File: config.mk
export PLATFORM = sky130hd
export DESIGN_NAME = mem_stage
export DESIGN_NICKNAME = d
export VERILOG_FILES = /design/src/rtl/mem_stage_pkg.sv /design/src/rtl/mem_stage_load_extend.sv /design/src/rtl/mem_stage.sv
export SDC_FILE = /design/constraint.sdc
export NUM_CORES = 1
export LEC_CHECK = 0
export ABC_AREA = 1
export CAP_MARGIN = 25
export CORE_ASPECT_RATIO = 1.5
export CORE_MARGIN = 2
export CORE_UTILIZATION = 45
export CTS_CLUSTER_DIAMETER = 80
export CTS_CLUSTER_SIZE = 40
export DETAILED_ROUTE_END_ITERATION = 7
export GPL_TIMING_DRIVEN = 1
export PLACE_DENSITY_LB_ADDON = 0.05
export SYNTH_ARGS = -nofsm -noshare
export SYNTH_HDL_FRONTEND = slang
export SYNTH_SLANG_ARGS = --single-unit
File: constraint.sdc
create_clock -name clk -period 5.6 [get_ports clk]
set_clock_uncertainty 0.05 [all_clocks]
set_input_delay 1.68 -clock clk [delete_from_list [all_inputs] [get_ports clk]]
set_output_delay 1.68 -clock clk [all_outputs]
set_load 0.02 [all_outputs]
File: src/rtl/mem_stage_pkg.sv
// Shared definitions for the MEM stage: exec codes, FSM encoding and
// small decode helpers used by the stage and its load-extension unit.
package mem_stage_pkg;

   // Exec codes seen by the MEM stage. Anything not listed as a memory op
   // (including EXEC_ADD and unknown codes) is passed straight through.
   localparam logic [4:0] EXEC_ADD = 5'h00;
   localparam logic [4:0] EXEC_LB  = 5'h10;
   localparam logic [4:0] EXEC_LH  = 5'h11;
   localparam logic [4:0] EXEC_LW  = 5'h12;
   localparam logic [4:0] EXEC_LBU = 5'h13;
   localparam logic [4:0] EXEC_LHU = 5'h14;
   localparam logic [4:0] EXEC_SB  = 5'h15;
   localparam logic [4:0] EXEC_SH  = 5'h16;
   localparam logic [4:0] EXEC_SW  = 5'h17;

   localparam logic [31:0] ZERO32 = 32'h0000_0000;
   localparam logic [4:0]  ZERO5  = 5'h00;

   typedef enum logic [1:0] {
      ST_IDLE = 2'd0,
      ST_REQ  = 2'd1,
      ST_WAIT = 2'd2,
      ST_DONE = 2'd3
   } mem_state_e;

   // Number of bytes moved by an exec code; 0 marks a non-memory op.
   function automatic logic [2:0] exec_nbytes(input logic [4:0] exec);
      case (exec)
         EXEC_LB, EXEC_LBU, EXEC_SB: exec_nbytes = 3'd1;
         EXEC_LH, EXEC_LHU, EXEC_SH: exec_nbytes = 3'd2;
         EXEC_LW, EXEC_SW:           exec_nbytes = 3'd4;
         default:                    exec_nbytes = 3'd0;
      endcase
   endfunction

   function automatic logic is_mem_op(input logic [4:0] exec);
      is_mem_op = (exec_nbytes(exec) != 3'd0);
   endfunction

   function automatic logic is_store_op(input logic [4:0] exec);
      is_store_op = (exec == EXEC_SB) || (exec == EXEC_SH) || (exec == EXEC_SW);
   endfunction

   // Halfword ops need addr[0]==0, word ops need addr[1:0]==0.
   function automatic logic is_misaligned(input logic [4:0] exec, input logic [1:0] addr_lo);
      case (exec_nbytes(exec))
         3'd2:    is_misaligned = addr_lo[0];
         3'd4:    is_misaligned = (addr_lo != 2'b00);
         default: is_misaligned = 1'b0;
      endcase
   endfunction

endpackage

File: src/rtl/mem_stage_load_extend.sv
// Load-result formatter: takes the little-endian byte buffer assembled by
// the MEM stage and sign- or zero-extends it according to the load type.
module mem_stage_load_extend
   import mem_stage_pkg::*;
#(
   parameter int XLEN = 32
)(
   input  logic [4:0]      exec_i,
   input  logic [XLEN-1:0] bytes_i,
   output logic [XLEN-1:0] result_o
);

   // Select width and extension mode; LW (and any other code) uses all bytes
   always_comb begin
      case (exec_i)
         EXEC_LB:  result_o = {{(XLEN-8){bytes_i[7]}}, bytes_i[7:0]};
         EXEC_LBU: result_o = {{(XLEN-8){1'b0}}, bytes_i[7:0]};
         EXEC_LH:  result_o = {{(XLEN-16){bytes_i[15]}}, bytes_i[15:0]};
         EXEC_LHU: result_o = {{(XLEN-16){1'b0}}, bytes_i[15:0]};
         default:  result_o = bytes_i;
      endcase
   end

endmodule

File: src/rtl/mem_stage.sv
// MEM stage of the 5-stage core. Non-memory ops pass through with zero
// latency; loads/stores are performed one byte at a time over the 8-bit
// memory-controller port while mem_stall_req freezes the upstream stages.
// Optional build macro: MEM_MISALIGN_TRAP_EN (adds misalign_out and skips
// misaligned halfword/word accesses instead of executing them).
module mem_stage
   import mem_stage_pkg::*;
#(
   parameter int XLEN   = 32,
   parameter int EXEC_W = 5
)(
   input  logic              clk,
   input  logic              rst,
   input  logic [5:0]        stall,
   input  logic [XLEN-1:0]   exmem_alu_in,
   input  logic [XLEN-1:0]   exmem_rs2_in,
   input  logic [EXEC_W-1:0] exmem_exec_in,
   input  logic [4:0]        exmem_rdest_in,
   input  logic              exmem_we_in,
   output logic              mem_req,
   output logic              mem_we,
   output logic [XLEN-1:0]   mem_addr,
   output logic [7:0]        mem_wdata,
   input  logic              mem_gnt,
   input  logic              mem_rvalid,
   input  logic [7:0]        mem_rdata,
   output logic              mem_stall_req,
   output logic [XLEN-1:0]   mem_wdata_out,
   output logic [4:0]        mem_rdest_out,
   output logic              mem_we_out
`ifdef MEM_MISALIGN_TRAP_EN
   ,
   output logic              misalign_out
`endif
);

   mem_state_e        state_q, state_d;
   logic [1:0]        k_q;
   logic [XLEN-1:0]   rdbuf_q;
   logic [XLEN-1:0]   addr_q;
   logic [XLEN-1:0]   data_q;
   logic [EXEC_W-1:0] exec_q;
   logic [4:0]        rdest_q;
   logic              we_q;
   logic              misal_q;

   logic              misal_now;
   logic              last_byte;
   logic              store_q;
   logic [XLEN-1:0]   load_result;
   logic              stall_unused;

   // Only the MEM/WB hold bit matters to this stage
   assign stall_unused = ^{stall[5], stall[3:0]};

`ifdef MEM_MISALIGN_TRAP_EN
   assign misal_now = is_misaligned(exmem_exec_in, exmem_alu_in[1:0]);
   assign misalign_out = (state_q == ST_DONE) && misal_q;
`else
   assign misal_now = 1'b0;
`endif

   // The byte in flight is the final one when k reaches N-1
   assign last_byte = ({1'b0, k_q} == (exec_nbytes(exec_q) - 3'd1));
   assign store_q   = is_store_op(exec_q);

   mem_stage_load_extend #(
      .XLEN(XLEN)
   ) u_load_extend (
      .exec_i  (exec_q),
      .bytes_i (rdbuf_q),
      .result_o(load_result)
   );

   // FSM state register
   always_ff @(posedge clk or posedge rst) begin
      if (rst) begin
         state_q <= ST_IDLE;
      end else begin
         state_q <= state_d;
      end
   end

   // FSM next-state logic
   always_comb begin
      state_d = state_q;
      case (state_q)
         ST_IDLE: begin
            if (is_mem_op(exmem_exec_in)) begin
               state_d = misal_now ? ST_DONE : ST_REQ;
            end
         end
         ST_REQ: begin
            if (mem_gnt) begin
               if (store_q) begin
                  state_d = last_byte ? ST_DONE : ST_REQ;
               end else begin
                  state_d = ST_WAIT;
               end
            end
         end
         ST_WAIT: begin
            if (mem_rvalid) begin
               state_d = last_byte ? ST_DONE : ST_REQ;
            end
         end
         ST_DONE: begin
            if (!stall[4]) begin
               state_d = ST_IDLE;
            end
         end
         default: state_d = ST_IDLE;
      endcase
   end

   // Access context, byte counter and read buffer; the op is latched on entry
   // so the result stays stable in DONE even if EX/MEM moves on
   always_ff @(posedge clk or posedge rst) begin
      if (rst) begin
         k_q     <= 2'd0;
         rdbuf_q <= ZERO32;
         addr_q  <= ZERO32;
         data_q  <= ZERO32;
         exec_q  <= ZERO5;
         rdest_q <= ZERO5;
         we_q    <= 1'b0;
         misal_q <= 1'b0;
      end else begin
         case (state_q)
            ST_IDLE: begin
               if (is_mem_op(exmem_exec_in)) begin
                  k_q     <= 2'd0;
                  rdbuf_q <= ZERO32;
                  addr_q  <= exmem_alu_in;
                  data_q  <= exmem_rs2_in;
                  exec_q  <= exmem_exec_in;
                  rdest_q <= exmem_rdest_in;
                  we_q    <= exmem_we_in;
                  misal_q <= misal_now;
               end
            end
            ST_REQ: begin
               if (mem_gnt && store_q) begin
                  k_q <= k_q + 2'd1;
               end
            end
            ST_WAIT: begin
               if (mem_rvalid) begin
                  rdbuf_q[{k_q, 3'b000} +: 8] <= mem_rdata;
                  k_q <= k_q + 2'd1;
               end
            end
            ST_DONE: begin
               if (!stall[4]) begin
                  k_q     <= 2'd0;
                  misal_q <= 1'b0;
               end
            end
            default: ;
         endcase
      end
   end

   // FSM outputs: memory port, stall request and MEM/WB result
   always_comb begin
      mem_req       = 1'b0;
      mem_we        = 1'b0;
      mem_addr      = ZERO32;
      mem_wdata     = 8'h00;
      mem_stall_req = 1'b0;
      mem_wdata_out = ZERO32;
      mem_rdest_out = ZERO5;
      mem_we_out    = 1'b0;
      case (state_q)
         ST_IDLE: begin
            if (is_mem_op(exmem_exec_in)) begin
               mem_stall_req = 1'b1;
            end else begin
               mem_wdata_out = exmem_alu_in;
               mem_rdest_out = exmem_rdest_in;
               mem_we_out    = exmem_we_in;
            end
         end
         ST_REQ: begin
            mem_stall_req = 1'b1;
            mem_req       = 1'b1;
            mem_we        = store_q;
            mem_addr      = addr_q + XLEN'(k_q);
            mem_wdata     = store_q ? data_q[{k_q, 3'b000} +: 8] : 8'h00;
         end
         ST_WAIT: begin
            mem_stall_req = 1'b1;
         end
         ST_DONE: begin
            mem_rdest_out = rdest_q;
            if (misal_q) begin
               mem_wdata_out = addr_q;
            end else if (!store_q) begin
               mem_wdata_out = load_result;
               mem_we_out    = we_q;
            end
         end
         default: ;
      endcase
   end

endmodule

Yosys cells after proc, flatten, opt, wreduce, memory -nomap -nowiden --
Memories as Yosys holds them, arrays and structs flattened. Cells that the tools add are included.
Operators by class: $mul 0, order comparisons 0, bitwise logic cells 0, reductions and logical operators 15, equal/unequal tests 17, mux-type cells 39, shift operators 3, divide/modulo/power cells 0, add/subtract/negate cells 4
Operator list (number):
- $mux 32 | 6
- $pmux 32 s2 | 2
- $pmux 32 s4 | 1
- $eq 5x5->1 const B | 7
- $add 32x2->32 | 1
- $bwmux 32 | 1
- $shift 8x7->32 const A | 1
- $shiftx 32x6->8 | 1
- $shiftx 8x7->32 | 1
- $mux 2 | 9
- $mux 8 | 2
- $pmux 2 s4 | 2
- $ne 2x2->1 const B | 6
- $pmux 5 s2 | 1
- $mux 3 | 3
- $reduce_bool 3->1 | 3
- $mux 1 | 8
- $reduce_and 4->1 | 2
- $neg 5->7 | 1
- $pmux 1 s2 | 3
- $reduce_and 3->1 | 2
- $mux 5 | 1
- $eq 2x2->1 const B | 2
- $reduce_bool 2->1 | 2
- other kinds (9) | 10
Storage, ports and cells: input bits 93, RAM bits 0, output and inout port bits 81, register bits 112, ROM bits 384, memories 4, latch bits 0
Memory list:
- (no name shown) | words 32, width 3, rd ports 1, clocked after Yosys merged registers in 0, write ports 0, line mem_stage_pkg.sv:29 | case (exec)
- (no name shown) | words 32, width 3, rd ports 1, clocked after Yosys merged registers in 0, write ports 0, line mem_stage_pkg.sv:29
- (no name shown) | words 32, width 3, rd ports 1, clocked after Yosys merged registers in 0, write ports 0, line mem_stage_pkg.sv:29
- (no name shown) | words 32, width 3, rd ports 1, clocked after Yosys merged registers in 0, write ports 0, line mem_stage_pkg.sv:29

Longest topological paths before layout --
Gate-level depths: netlist of the first run. An unclocked memory read counts as a cell.
depth in word-level cells 7, gate-level depth with buffers 14

Cells and area by module --
A second synthesis of the first run with hierarchy kept.
Unflattened totals: cells, all modules 1093, area, all modules 7425.9 um^2
By module, submodules not included:
- mem_stage | sequential area each 2777.7 um^2, instances 1, cells an instance 1012, area each 7035.5 um^2
- mem_stage_load_extend | sequential area each 0.0 um^2, instances 1, cells an instance 81, area each 390.4 um^2

Worst setup path after synthesis of the first run --
OpenSTA, ideal clock, no wires.
path type in2out, from in exmem_exec_in[0], to out mem_wdata_out[25], stages 11, path buffers 2, data arrival time 3.118 ns, setup slack 0.752 ns, required time 3.870 ns, cell sequence inv_1 -> ha_1 -> nor2_1 -> nand2_1 -> nand2_1 -> nand2_1 -> nand2_1 -> buf_2 -> buf_2 -> nand3_1 -> a21oi_1
On the way: cells in the longest elaborated chain, start to end 5
RTL lines:
- start: declaration | line mem_stage.sv:17 | input logic [EXEC_W-1:0] exmem_exec_in,
- $mem_v2 32x3
- $mux 3 | line mem_stage.sv:174 | case (state_q)
- $reduce_bool 3->1 | line mem_stage_pkg.sv:38 | is_mem_op = (exec_nbytes(exec) != 3'd0);
- $mux 32 | line mem_stage.sv:176 | if (is_mem_op(exmem_exec_in)) begin
- $pmux 32 s2 | line mem_stage.sv:174
- end: declaration | line mem_stage.sv:28 | output logic [XLEN-1:0] mem_wdata_out,
No other way between the ends. The select of a mux whose other input is x is not followed.

Worst setup path after layout of the first run --
from in exmem_exec_in[0], to out mem_we_out
On the way: cells in the longest elaborated chain, start to end 5
RTL lines:
- $mem_v2 32x3
- $mux 3 | line mem_stage.sv:174
- $reduce_bool 3->1 | line mem_stage_pkg.sv:38
- $mux 1 | line mem_stage.sv:176
- $pmux 1 s2 | line mem_stage.sv:174
- end: declaration | line mem_stage.sv:30 | output logic mem_we_out
No other way between the ends. The select of a mux whose other input is x is not followed.

==> results of run 1 <==
cell usage in the layout (no fill, tap or decap), drive strengths merged, types with 2 or more instances in the layout:
cell type / netlist / routed
or2: 4 / 4
nand4: 57 / 57
o21ai: 75 / 75
nand2: 351 / 351
nor2: 101 / 101
nand3: 93 / 93
buf: 25 / 21
clkdlybuf4s50: 0 / 130
ha: 19 / 19
inv: 108 / 109
clkbuf: 35 / 9
dlygate4sd2: 0 / 38
nor3: 20 / 20
clkinv: 1 / 6
dfrtp: 111 / 111
a21oi: 72 / 72
a22oi: 2 / 2
xor2: 14 / 14
kinds of logic (layout without fill, tap and decap cells):
family	Yosys count	after routing	share of synthesized area
AO/OA/AOI/OAI	151	151	0.1052
adder cells (fa/ha/maj)	20	20	0.03505
XOR/XNOR	14	14	0.01668
flip-flops	111	111	0.3777
AND/OR/NAND/NOR	627	627	0.3747
buffers and inverters	169	314	0.09069
stage by stage:
stage	power (mW)	hold slack (ns)
after floorplan	2.794	0.3919
after global placement	3.626	0.4065
after detailed placement	3.655	0.4097
after CTS	4.283	0.4303
after global routing	4.597	0.4479
final	4.270	0.4223
worst max-delay path by stage:
stage | startpoint | end | slack [ns] | cells past startpoint
floorplan | exmem_exec_in[0] | mem_wdata_out[25] | 0.75 | 11
global placement | exmem_exec_in[0] | mem_wdata_out[20] | -0.13 | 13
detailed placement | exmem_exec_in[0] | mem_rdest_out[2] | -0.14 | 13
CTS | exmem_exec_in[0] | mem_wdata_out[20] | 0.14 | 13
global route | exmem_exec_in[0] | mem_wdata_out[28] | 0.0009 | 13
finish | exmem_exec_in[0] | mem_we_out | 0.15 | 13
flip-flops by register name (all words and copies together), names as in the netlist:
signal,cells
rdbuf_q,32
exec_q,5
rdest_q,5
addr_q,32
state_q,2
data_q,32
k_q,2
we_q,1
area by class of cell:
type / instances / share of cell area
Timing Repair Buffer: 189 / 0.1980
Tap cell: 206 / 0.02694
Inverter: 109 / 0.04302
Clock buffer: 9 / 0.02354
Multi-Input combinational cell: 812 / 0.4085
Clock inverter: 7 / 0.009806
Sequential cell: 111 / 0.2903
worst reg2reg max path, cell delays in order (launching register included):
cell	delay (ns)
dfrtp_1	0.42
buf_4	0.25
inv_1	0.72
ha_1	0.55
inv_1	0.24
nand2_1	0.28
nand3_2	0.21
nand2_1	0.14
nand2_1	0.06
report_power, final:
part / total, mW / switching (mW) / internal [mW]
combinational: 2.32 / 1.49 / 0.830
clock: 0.685 / 0.327 / 0.358
sequential: 1.27 / 0.199 / 1.07
routing by layer:
metal / part of all wire / vias up / wire length (um)
met5: 0 / - / 0
met4: 0.039 / 0 / 926
met3: 0.040 / 47 / 959
met2: 0.53 / 200 / 12630
met1: 0.39 / 3425 / 9332
li1: - / 3821 / -
==> reports/qor.csv, run 1 <==
metric,value,unit
ys async rst share,1.000,
sequential area share after synthesis,0.3777,
"EDFF count, synth",0,
Power Dens Cells,446.3,nW/um2
Hold Crit Start,rdbuf_q[29]$_DFFE_PP0P_,
Leak,4.474,nW
Post-CTS Resized,38,
slew margin rel.,0.3771,
startpoint types,input port,
Die ar.,17400,um2
unrepaired setup endpoints after global routing,false,
Inst Count DP,1425,
final setup vio count,0,
synth warn,0,
Worst-path clk slew,0.07,ns
Initial Util,0.4562,
H-tree depth,3,
Non-Filler Instances,1443,
final instance area,9569,um2
Iter 0 DRT Violations,397,
met2 Usage GRT,0.5223,
Synth top cells by count,"347 x nand2_1, 111 x dfrtp_1, 103 x inv_1",
GPL Wtd Cong,0.9767,
"Core Util, Final",0.5937,
Final TNS setup,0,ns
Buf/Inv on CP,5,
area of placed instances,9243,um2
drt pass-1 iters,5,
worst endpoint required time,3.87,ns
Max Slew Vio Count,0,
cells on worst reg2reg path,8,
Root Buffer,clkbuf_16,
Cell Rows,57,
cells after synthesis,1092,
worst-margin pin slew,0.9333,ns
final hold violation count,0,
syn_nets,1205,
fraction of layout cells with a size suffix above 1,0.05335,
endpoint arrival time on the critical path,3.72,ns
# Post-CTS Setup Buffers,0,
"slowest stage delay, CP",0.47,ns
critical path peak fanout,12,
Reg area,2778,um2
diode count,0,
Hold Path Depth,2,
RR Startpoint,k_q[0]$_DFFE_PP0P_,
fmax,0.1835,GHz
peak supply drop,0.2132,mV
Multi-input gate area,3909,um2
status,finished clean,
routed vias/inst,5.193,
Routed Antenna Nets,0,
GRT busiest layer,met2,
# fillers,1627,
post-route setup slack,0.1491,ns
first-pass GRT wire length,37810,um
GRT overflow,0,
WL/cell,16.53,um
cts hold-fix bufs,0,
clock sink total,111,
DIE WIDTH,108.4,um
area grow syn2layout,30.13,%
Hold Path Sink,rdbuf_q[29]$_DFFE_PP0P_,
largest area contributor in the netlist,dfrtp_1,
Yosys top cell area share,0.3777,
Longest Clk Path Bufs,2,
Crit. End Element,primary output,
Ports,174,
vias in the first global route,7184,
main area contributors after synthesis,"dfrtp_1 38%, nand2_1 18%, nand3_1 5.8%",
dpl hpwl,18370,um
CP Cell Sequence,"clkdlybuf4s50_1, inv_1, ha_1, nor2_1, nand2_1, nand2_1, nand2_1, nand2_1, buf_12, buf_12, nand3_1, a21oi_1, dlygate4sd2_1",
initial antenna violation count,0,
Crit-path slowest cell,clkdlybuf4s50_1,
Clock Latency Late Sink,0.36,ns
Core Region,16120,um2
CTS tree,built,
nets,1345,
R2R Path End,rdbuf_q[6]$_DFFE_PP0P_,
fin crit period,5.451,ns
Place WS,-0.1380,ns
WL final,23850,um
GRT Total Usage,0.2830,
Setup CP Type,in2out,
kind of cell adding the most delay to the critical path,buffers and inverters,
Tcrit/Tclk final,0.9734,
Max-cap violations,0,
Main synth FF type,dfrtp_1,
top-count cell post-synth,nand2_1,
library cells used by synthesis,32,
worst hold path type,reg2reg,
routed via count,7493,
largest net degree at the start of global routing,117,
"most used cell, CP",nand2_1,
met3 global-route usage,0.03409,
"setup slack, reg-to-reg",2.58,ns
Post-Syn Area,7353,um2
Post-route DRC,0,
met1 GRT Util,0.3233,
mean post-synth cell area,6.734,um2
PortBufs,168,
Yosys reg bits,111,
TritonCTS buffer count,9,
chip height,160.6,um
(Power assumes the default switching activity.)
==> inputs of run 2 (changes only) <==
Settings changed: CORE_UTILIZATION 45 to 25.
==> reports/qor.csv, run 2 (synthesized netlist as in run 1, its figures left out) <==
metric,value,unit
Routed Antenna Nets,0,
Tcrit/Tclk final,0.9694,
Hold Path Depth,2,
Clock power frac,0.161,
WL/cell,17.15,um
Max-cap violations,0,
routed via count,7426,
Leak,4.321,nW
internal power,2.213,mW
Hold Crit Start,rdbuf_q[12]$_DFFE_PP0P_,
Cell Rows,76,
total power draw,4.324,mW
Core Region,28810,um2
drt pass-1 iters,4,
# Post-CTS Setup Buffers,0,
nets,1341,
"most common cell after layout, fill and taps aside",nand2_1,
Max Slew Vio Count,0,
endpoint arrival time on the critical path,3.70,ns
Post-route DRC,0,
most frequent cells in the layout,"347 x nand2_1, 130 x clkdlybuf4s50_1, 111 x dfrtp_1, 102 x inv_1, 96 x nor2_1",
Power Dens Cells,449.8,nW/um2
WL final,27840,um
GPL Wtd Cong,0.9180,
Die ar.,30830,um2
Largest regs,"addr_q x32, data_q x32, rdbuf_q x32",
startpoint types,input port,
Reg area,2778,um2
H-tree depth,3,
TritonCTS buffer count,9,
Multi-input gate area,3909,um2
Clock Latency Late Sink,0.38,ns
fraction of layout cells with a size suffix above 1,0.07137,
Place WS,-0.1919,ns
Setup CP Type,in2out,
CTS tree,built,
worst-margin pin slew,1.049,ns
NetSw,2.112,mW
critical path peak fanout,39,
worst endpoint required time,3.87,ns
Comb pwr share,0.548,
first-pass GRT wire length,43080,um
Iter 0 DRT Violations,343,
cells on worst reg2reg path,9,
RR Startpoint,state_q[0]$_DFFE_PP0P_,
area grow syn2layout,30.75,%
status,finished clean,
peak supply drop,0.1728,mV
GRT Total Usage,0.1841,
vias in the first global route,7472,
final hold violation count,0,
Ports,174,
slew margin rel.,0.3007,
final instance area,9614,um2
unrepaired setup endpoints after global routing,false,
launch point of the worst path,exmem_exec_in[0],
routed vias/inst,4.575,
chip height,214.0,um
Longest Clk Path Bufs,2,
Root Buffer,clkbuf_16,
# fillers,3244,
Crit. End Element,primary output,
Worst-path clk slew,0.08,ns
clock sink total,111,
switching share of power,0.4883,
largest net degree at the start of global routing,70,
DIE WIDTH,144.0,um
final setup vio count,0,
worst hold path type,reg2reg,
Reg power frac,0.291,
initial antenna violation count,0,
dpl hpwl,21560,um
fmax,0.1842,GHz
post-route setup slack,0.1711,ns
GRT overflow,0,
Initial Util,0.2552,
fin crit period,5.429,ns
area of placed instances,9434,um2
diode count,0,
PortBufs,168,
run 2: cell types whose count changed in the layout (fill, tap and decap cells not counted), moves of 2 or more:
cell,previous run,this run
inv_8,0,3
dlygate4sd2_1,38,4
buf_16,2,0
clkbuf_2,0,26
clkdlybuf4s15_1,0,8
buf_12,5,3
clkinv_4,2,0
run 2: cell type report:
cell class                 instances  share of cell area
timing repair buffer             185              0.1780
tap                              390             0.05075
clock buffer                       9             0.02343
sequential                       111              0.2889
clock inverter                     7            0.009370
inverter                         109             0.04295
multi-input combinational        812              0.4066
run 2: worst paths after layout:
kind | slack [ns] | end
worst min register to register | 0.43 | rdbuf_q[12]$_DFFE_PP0P_
worst min-delay path | 0.43 | rdbuf_q[12]$_DFFE_PP0P_
min in group asynchronous | 1.67 | rdest_q[1]$_DFFE_PP0P_
worst max register to register | 2.45 | data_q[16]$_DFFE_PP0P_
worst max-delay path | 0.17 | mem_wdata_out[11]
max in group asynchronous | 2.99 | rdbuf_q[12]$_DFFE_PP0P_
run 2: critical path, stage by stage:
cell and delay [ns]:
clkdlybuf4s50_1 0.48, inv_1 0.06, ha_1 0.28, nor2_1 0.09, nand2_1 0.05, nand2_1 0.05, nand2_1 0.07, nand2_1 0.10
buf_12 0.21, nand3_1 0.09, a21oi_1 0.14, dlygate4sd2_1 0.35
run 2: routing by layer:
metal | track usage | wire, um | vias to the layer above
met3 | 0.02590 | 914 | 24
met5 | 0 | 0 | -
met2 | 0.3449 | 15030 | 141
li1 | - | - | 3807
met4 | 0.06111 | 692 | 0
met1 | 0.2100 | 11200 | 3454
run 2: timing repair:
action,CTS,global route
hold endpoints to repair,0,0
hold buffers,0,0
setup endpoints to repair,38,34
resized for setup,38,60
run 2: metrics by stage:
stage,hold slack [ns],setup TNS (ns),util,std cells
final,0.4252,0,0.3337,1623
after global routing,0.4442,0,0.3337,1623
after CTS,0.4310,0,0.3367,1623
after detailed placement,0.4089,-5.317,0.3274,1607
after global placement,0.4076,-5.702,0.3274,1607
after floorplan,0.3919,0,-,1092
run 2: power by group through the flow:
| stage | clock [mW] | sequential (mW) | combinational, mW |
|---|---|---|---|
| floorplan | 0 | 1.22 | 1.58 |
| global placement | 0 | 1.27 | 2.46 |
| detailed placement | 0 | 1.27 | 2.48 |
| CTS | 0.723 | 1.26 | 2.42 |
| global route | 0.749 | 1.29 | 2.65 |
| finish | 0.696 | 1.26 | 2.37 |
==> inputs of run 3 (changes only) <==
Settings changed: ABC_AREA 1 to default, ABC_CLOCK_PERIOD_IN_PS from default to 5600.
==> reports/qor.csv, run 3 <==
metric,value,unit
diode count,0,
worst endpoint required time,3.87,ns
synth warn,0,
Crit. End Element,primary output,
largest area contributor in the netlist,dfrtp_1,
final hold violation count,0,
Root Buffer,clkbuf_16,
mean post-synth cell area,10.84,um2
Leak,3.619,nW
CP Cell Sequence,"dlygate4sd2_1, inv_1, ha_1, nor4_4, nor3_2, nor3b_2, buf_4, buf_12, o2bb2ai_1, clkdlybuf4s15_2",
Multi-input gate area,3423,um2
endpoint arrival time on the critical path,3.72,ns
Max-cap violations,0,
Clock Latency Late Sink,0.36,ns
sequential area share after synthesis,0.4327,
unrepaired setup endpoints after global routing,false,
"slowest stage delay, CP",0.33,ns
ys async rst share,1.000,
GRT Total Usage,0.1534,
Final TNS setup,0,ns
Tcrit/Tclk final,0.9731,
met2 Usage GRT,0.2870,
WL/cell,18.49,um
Core Region,25140,um2
startpoint types,input port,
Reg area,2778,um2
Power Dens Cells,501.3,nW/um2
Place WS,-0.6266,ns
clock sink total,111,
TritonCTS buffer count,9,
met1 GRT Util,0.1763,
Routed Antenna Nets,0,
Setup CP Type,in2out,
worst-margin pin slew,1.033,ns
Non-Filler Instances,1092,
worst hold path type,reg2reg,
H-tree depth,3,
chip height,200.3,um
fin crit period,5.450,ns
Cell Rows,71,
# fillers,2540,
slew margin rel.,0.3112,
library cells used by synthesis,49,
syn_nets,705,
nets,872,
cts hold-fix bufs,0,
Worst-path clk slew,0.07,ns
DIE WIDTH,134.8,um
Largest regs,"addr_q x32, data_q x32, rdbuf_q x32",
PortBufs,168,
routed via count,5220,
fmax,0.1835,GHz
Die ar.,27000,um2
peak supply drop,0.1780,mV
Main synth FF type,dfrtp_1,
Ports,174,
critical path peak fanout,19,
GRT busiest layer,met2,
met3 global-route usage,0.03012,
Crit-path slowest cell,ha_1,
most frequent cells in the layout,"128 x clkdlybuf4s50_1, 111 x dfrtp_1, 71 x mux2_2, 34 x inv_1",
fraction of layout cells with a size suffix above 1,0.2225,
dpl hpwl,15190,um
Yosys top cell area share,0.4327,
first-pass GRT wire length,31910,um
kind of cell adding the most delay to the critical path,buffers and inverters,
Longest Clk Path Bufs,2,
GPL Wtd Cong,0.7716,
area grow syn2layout,38.51,%
status,finished clean,
vias in the first global route,5467,
Max Slew Vio Count,0,
"EDFF count, synth",0,
Yosys reg bits,111,
post-route setup slack,0.1504,ns
GRT overflow,0,
Buf/Inv on CP,5,
routed vias/inst,4.780,
cells after synthesis,592,
Post-route DRC,0,
Synth top cells by count,"111 x dfrtp_1, 71 x mux2_2, 35 x inv_1",
initial antenna violation count,0,
WL final,20190,um
main area contributors after synthesis,"dfrtp_1 43%, mux2_2 12%, a22o_1 4.1%",
top-count cell post-synth,dfrtp_1,
Initial Util,0.2554,
Inst Count DP,1070,
Iter 0 DRT Violations,184,
drt pass-1 iters,4,
CTS tree,built,
final setup vio count,0,
"most common cell after layout, fill and taps aside",clkdlybuf4s50_1,
Post-Syn Area,6420,um2
largest net degree at the start of global routing,76,
-- run 3: kinds of logic after synthesis --
group	share of synthesized area
compound gates	0.1444
xor+xnor	0.01501
fa+ha+maj	0.04015
buf+inv	0.04249
flops	0.4327
mux	0.1900
simple gates	0.1353
-- run 3: worst paths after layout --
check / depth (start not counted) / start / end / slack [ns]
worst min register to register: 1 / data_q[8]$_DFFE_PP0P_ / data_q[8]$_DFFE_PP0P_ / 0.45
min in group asynchronous: 2 / rst / addr_q[1]$_DFFE_PP0P_ / 1.75
max in group asynchronous: 3 / rst / exec_q[1]$_DFFE_PP0P_ / 2.88
worst min-delay path: 1 / data_q[8]$_DFFE_PP0P_ / data_q[8]$_DFFE_PP0P_ / 0.45
worst max-delay path: 10 / exmem_exec_in[0] / mem_wdata_out[20] / 0.15
worst max register to register: 8 / exec_q[0]$_DFFE_PP0P_ / state_q[1]$_DFFE_PP0P_ / 2.99
-- run 3: what timing repair did --
item,4_1_cts,5_1_grt
pin swaps,2,2
resized for setup,135,2
endpoints found under the setup margin,39,40
gates cloned,1,0
buffers inserted,3,1
-- run 3: through the flow --
stage | utilization | total power, mW | instance area (um2) | hold slack (ns)
2_1_floorplan | - | 2.857 | 6420 | 0.4142
3_3_place_gp | 0.3383 | 3.794 | 8504 | 0.4323
3_5_place_dp | 0.3386 | 3.839 | 8512 | 0.4413
4_1_cts | 0.3529 | 4.536 | 8871 | 0.4586
5_1_grt | 0.3537 | 4.797 | 8892 | 0.4729
6_report | 0.3537 | 4.458 | 8892 | 0.4546
-- run 3: area by class of cell --
class,count,area share
flip-flops and latches,111,0.3124
clock inverters,3,0.002533
clock buffers,13,0.03152
repair buffers,189,0.2070
well taps,328,0.04615
multi-input cells,412,0.3850
inverters,36,0.01548
-- run 3: per-layer routing --
layer / vias up / share of wire
met5: - / 0
met2: 118 / 0.55
met3: 10 / 0.041
met4: 0 / 0.0091
met1: 2575 / 0.40
li1: 2517 / -
-- run 3: power breakdown --
part           leakage (nW)  switching, mW  internal, mW
combinational          2.08           1.27          1.17
clock                 0.153          0.303         0.354
sequential             1.39          0.272          1.09
==> RTL change: new RTL, config.mk and constraints of run 1 <==
Encoding of `mem_state_e`: now Gray code (2 bits for 4 states).
--- a/src/rtl/mem_stage_pkg.sv
+++ b/src/rtl/mem_stage_pkg.sv
@@ -18,10 +18,10 @@
    localparam logic [4:0]  ZERO5  = 5'h00;
 
    typedef enum logic [1:0] {
-      ST_IDLE = 2'd0,
-      ST_REQ  = 2'd1,
-      ST_WAIT = 2'd2,
-      ST_DONE = 2'd3
+      ST_IDLE = 2'b00,
+      ST_REQ  = 2'b01,
+      ST_WAIT = 2'b11,
+      ST_DONE = 2'b10
    } mem_state_e;
 
    // Number of bytes moved by an exec code; 0 marks a non-memory op.
Behaviour: no difference found for any inputs over 4 cycles, from zero or initial values and one cycle with rst high; so few cycles prove little.
==> RTL change against run 1 <==
Wire length down 9.1%; sequential cell count unchanged; final area down 7.4%; total power up 1.0%; largest cell class unchanged; worst setup slack better by 0.058 ns; synthesized cell count down 8.7%; synthesized area down 7.2%; non-clock buffer count down 9.
==> RTL change: results (changes against run 1) <==
drive_gt1_share_pct: 7.612  # +2.3 points
place_congestion: 0.8926  # -8.6%
signal_buffers: 180  # -4.8%
post_cts_resized: 33  # -13%
path_max_fanout: 24  # +12
max_stage_delay_ns: 0.47  # about the same
cts_root_buffer: "clkbuf_16"
vdd_drop_max_uv: 253.8  # +19%
synthMuxAreaShare_pct: 0  # unchanged
seq_cells: 111  # unchanged
fillerInstances: 1504  # -7.6%
h-tree-depth: 3  # unchanged
synthTopCellsByCount: "nand2_1, dfrtp_1, o21ai_0"
leakagePower_nw: 4.367  # -2.4%
synth_compound_area_share_pct: 12.12  # +1.6 points
cp.arrival_ns: 3.66  # -0.06 ns
critPathSlowestCell: "clkdlybuf4s50_1"
wl_um: 21680  # -9.1%
nonClkBufAreaFrac_pct: 19.01  # -0.78 points
grt_use_total_pct: 27.40  # -0.90 points
synth_area_leaders: "dfrtp_1, nand2_1, o21ai_0"
gr-usage-met3_pct: 3.161  # -0.25 points
inv_count: 103  # -5.5%
synth_xor_area_share_pct: 0.8984  # -0.77 points
status: "finished clean"
final_net_count: 1259  # -6.4%
grt_max_degree: 62  # -47%
grtUsageMet2_pct: 51.82  # -0.41 points
synth-seq-area-share_pct: 40.70  # +2.9 points
syn_nets: 1105  # -8.3%
firstDrtPassIters: 5  # unchanged
synth_fa_ha_area_share_pct: 2.860  # -0.64 points
clk_share_pct: 3.402  # +0.068 points
grt_first_pass_wirelength_um: 34310  # -9.3%
switching_power_w: 0.002000  # -0.69%
post-dp-hpwl_um: 16730  # -8.9%
vias: 6777  # -9.6%
grt_pass1_vias: 6560  # -8.7%
grt_use_met1_pct: 29.81  # -2.5 points
ys_types: 31  # -3.1%
multiInputGateArea_mm2: 0.003460  # -11%
slew_headroom_pct: 49.61  # +12 points
drt_iter0_drc: 372  # -6.3%
multi_input_cells: 746  # -8.1%
-- RTL change: cell types whose count changed in the layout (fill, tap and decap cells not counted), moves of 7 or more --
cell / delta
dlygate4sd2_1: -37
nand2_1: +10
o21ai_0: +30
clkbuf_2: +27
nand4_1: -52
nand3b_1: +24
a21oi_1: -35
or2_2: +15
xor2_1: -7
nand3_1: -43
a21boi_0: +8
o21ai_1: +8
-- RTL change: through the flow --
stage                     total power, W  instances  cell area [um2]  hold slack (ns)
final                           0.004313       1355             8864           0.4277
after global routing            0.004667       1355             8864           0.4535
after CTS                       0.004351       1355             8946           0.4294
after detailed placement        0.003695       1339             8686           0.4094
after global placement          0.003650       1339             8686           0.4047
after floorplan                 0.002821        997             6824           0.3922
-- RTL change: final timing paths --
path | startpoint | end | slack, ns | cells after the start
worst min register to register | data_q[29]$_DFFE_PP0P_ | data_q[29]$_DFFE_PP0P_ | 0.43 | 2
max in group asynchronous | rst | addr_q[24]$_DFFE_PP0P_ | 3.02 | 3
worst min-delay path | data_q[29]$_DFFE_PP0P_ | data_q[29]$_DFFE_PP0P_ | 0.43 | 2
worst max-delay path | exmem_exec_in[0] | mem_wdata_out[22] | 0.21 | 14
worst max register to register | k_q[1]$_DFFE_PP0P_ | rdbuf_q[10]$_DFFE_PP0P_ | 2.74 | 6
min in group asynchronous | rst | data_q[5]$_DFFE_PP0P_ | 1.71 | 2
-- RTL change: power groups by stage --
stage	Clock [W]	Combinational (W)	Sequential, W
after floorplan	0	0.00156	0.00126
after global placement	0	0.00231	0.00134
after detailed placement	0	0.00235	0.00134
after CTS	0.000686	0.00233	0.00133
after global routing	0.000713	0.00259	0.00137
final	0.000673	0.00231	0.00133
-- RTL change: routing by layer --
layer	up-vias	share of wire, %
met4	0	4.3
met1	3084	37
met2	190	55
li1	3456	-
met5	-	0
met3	47	3.9
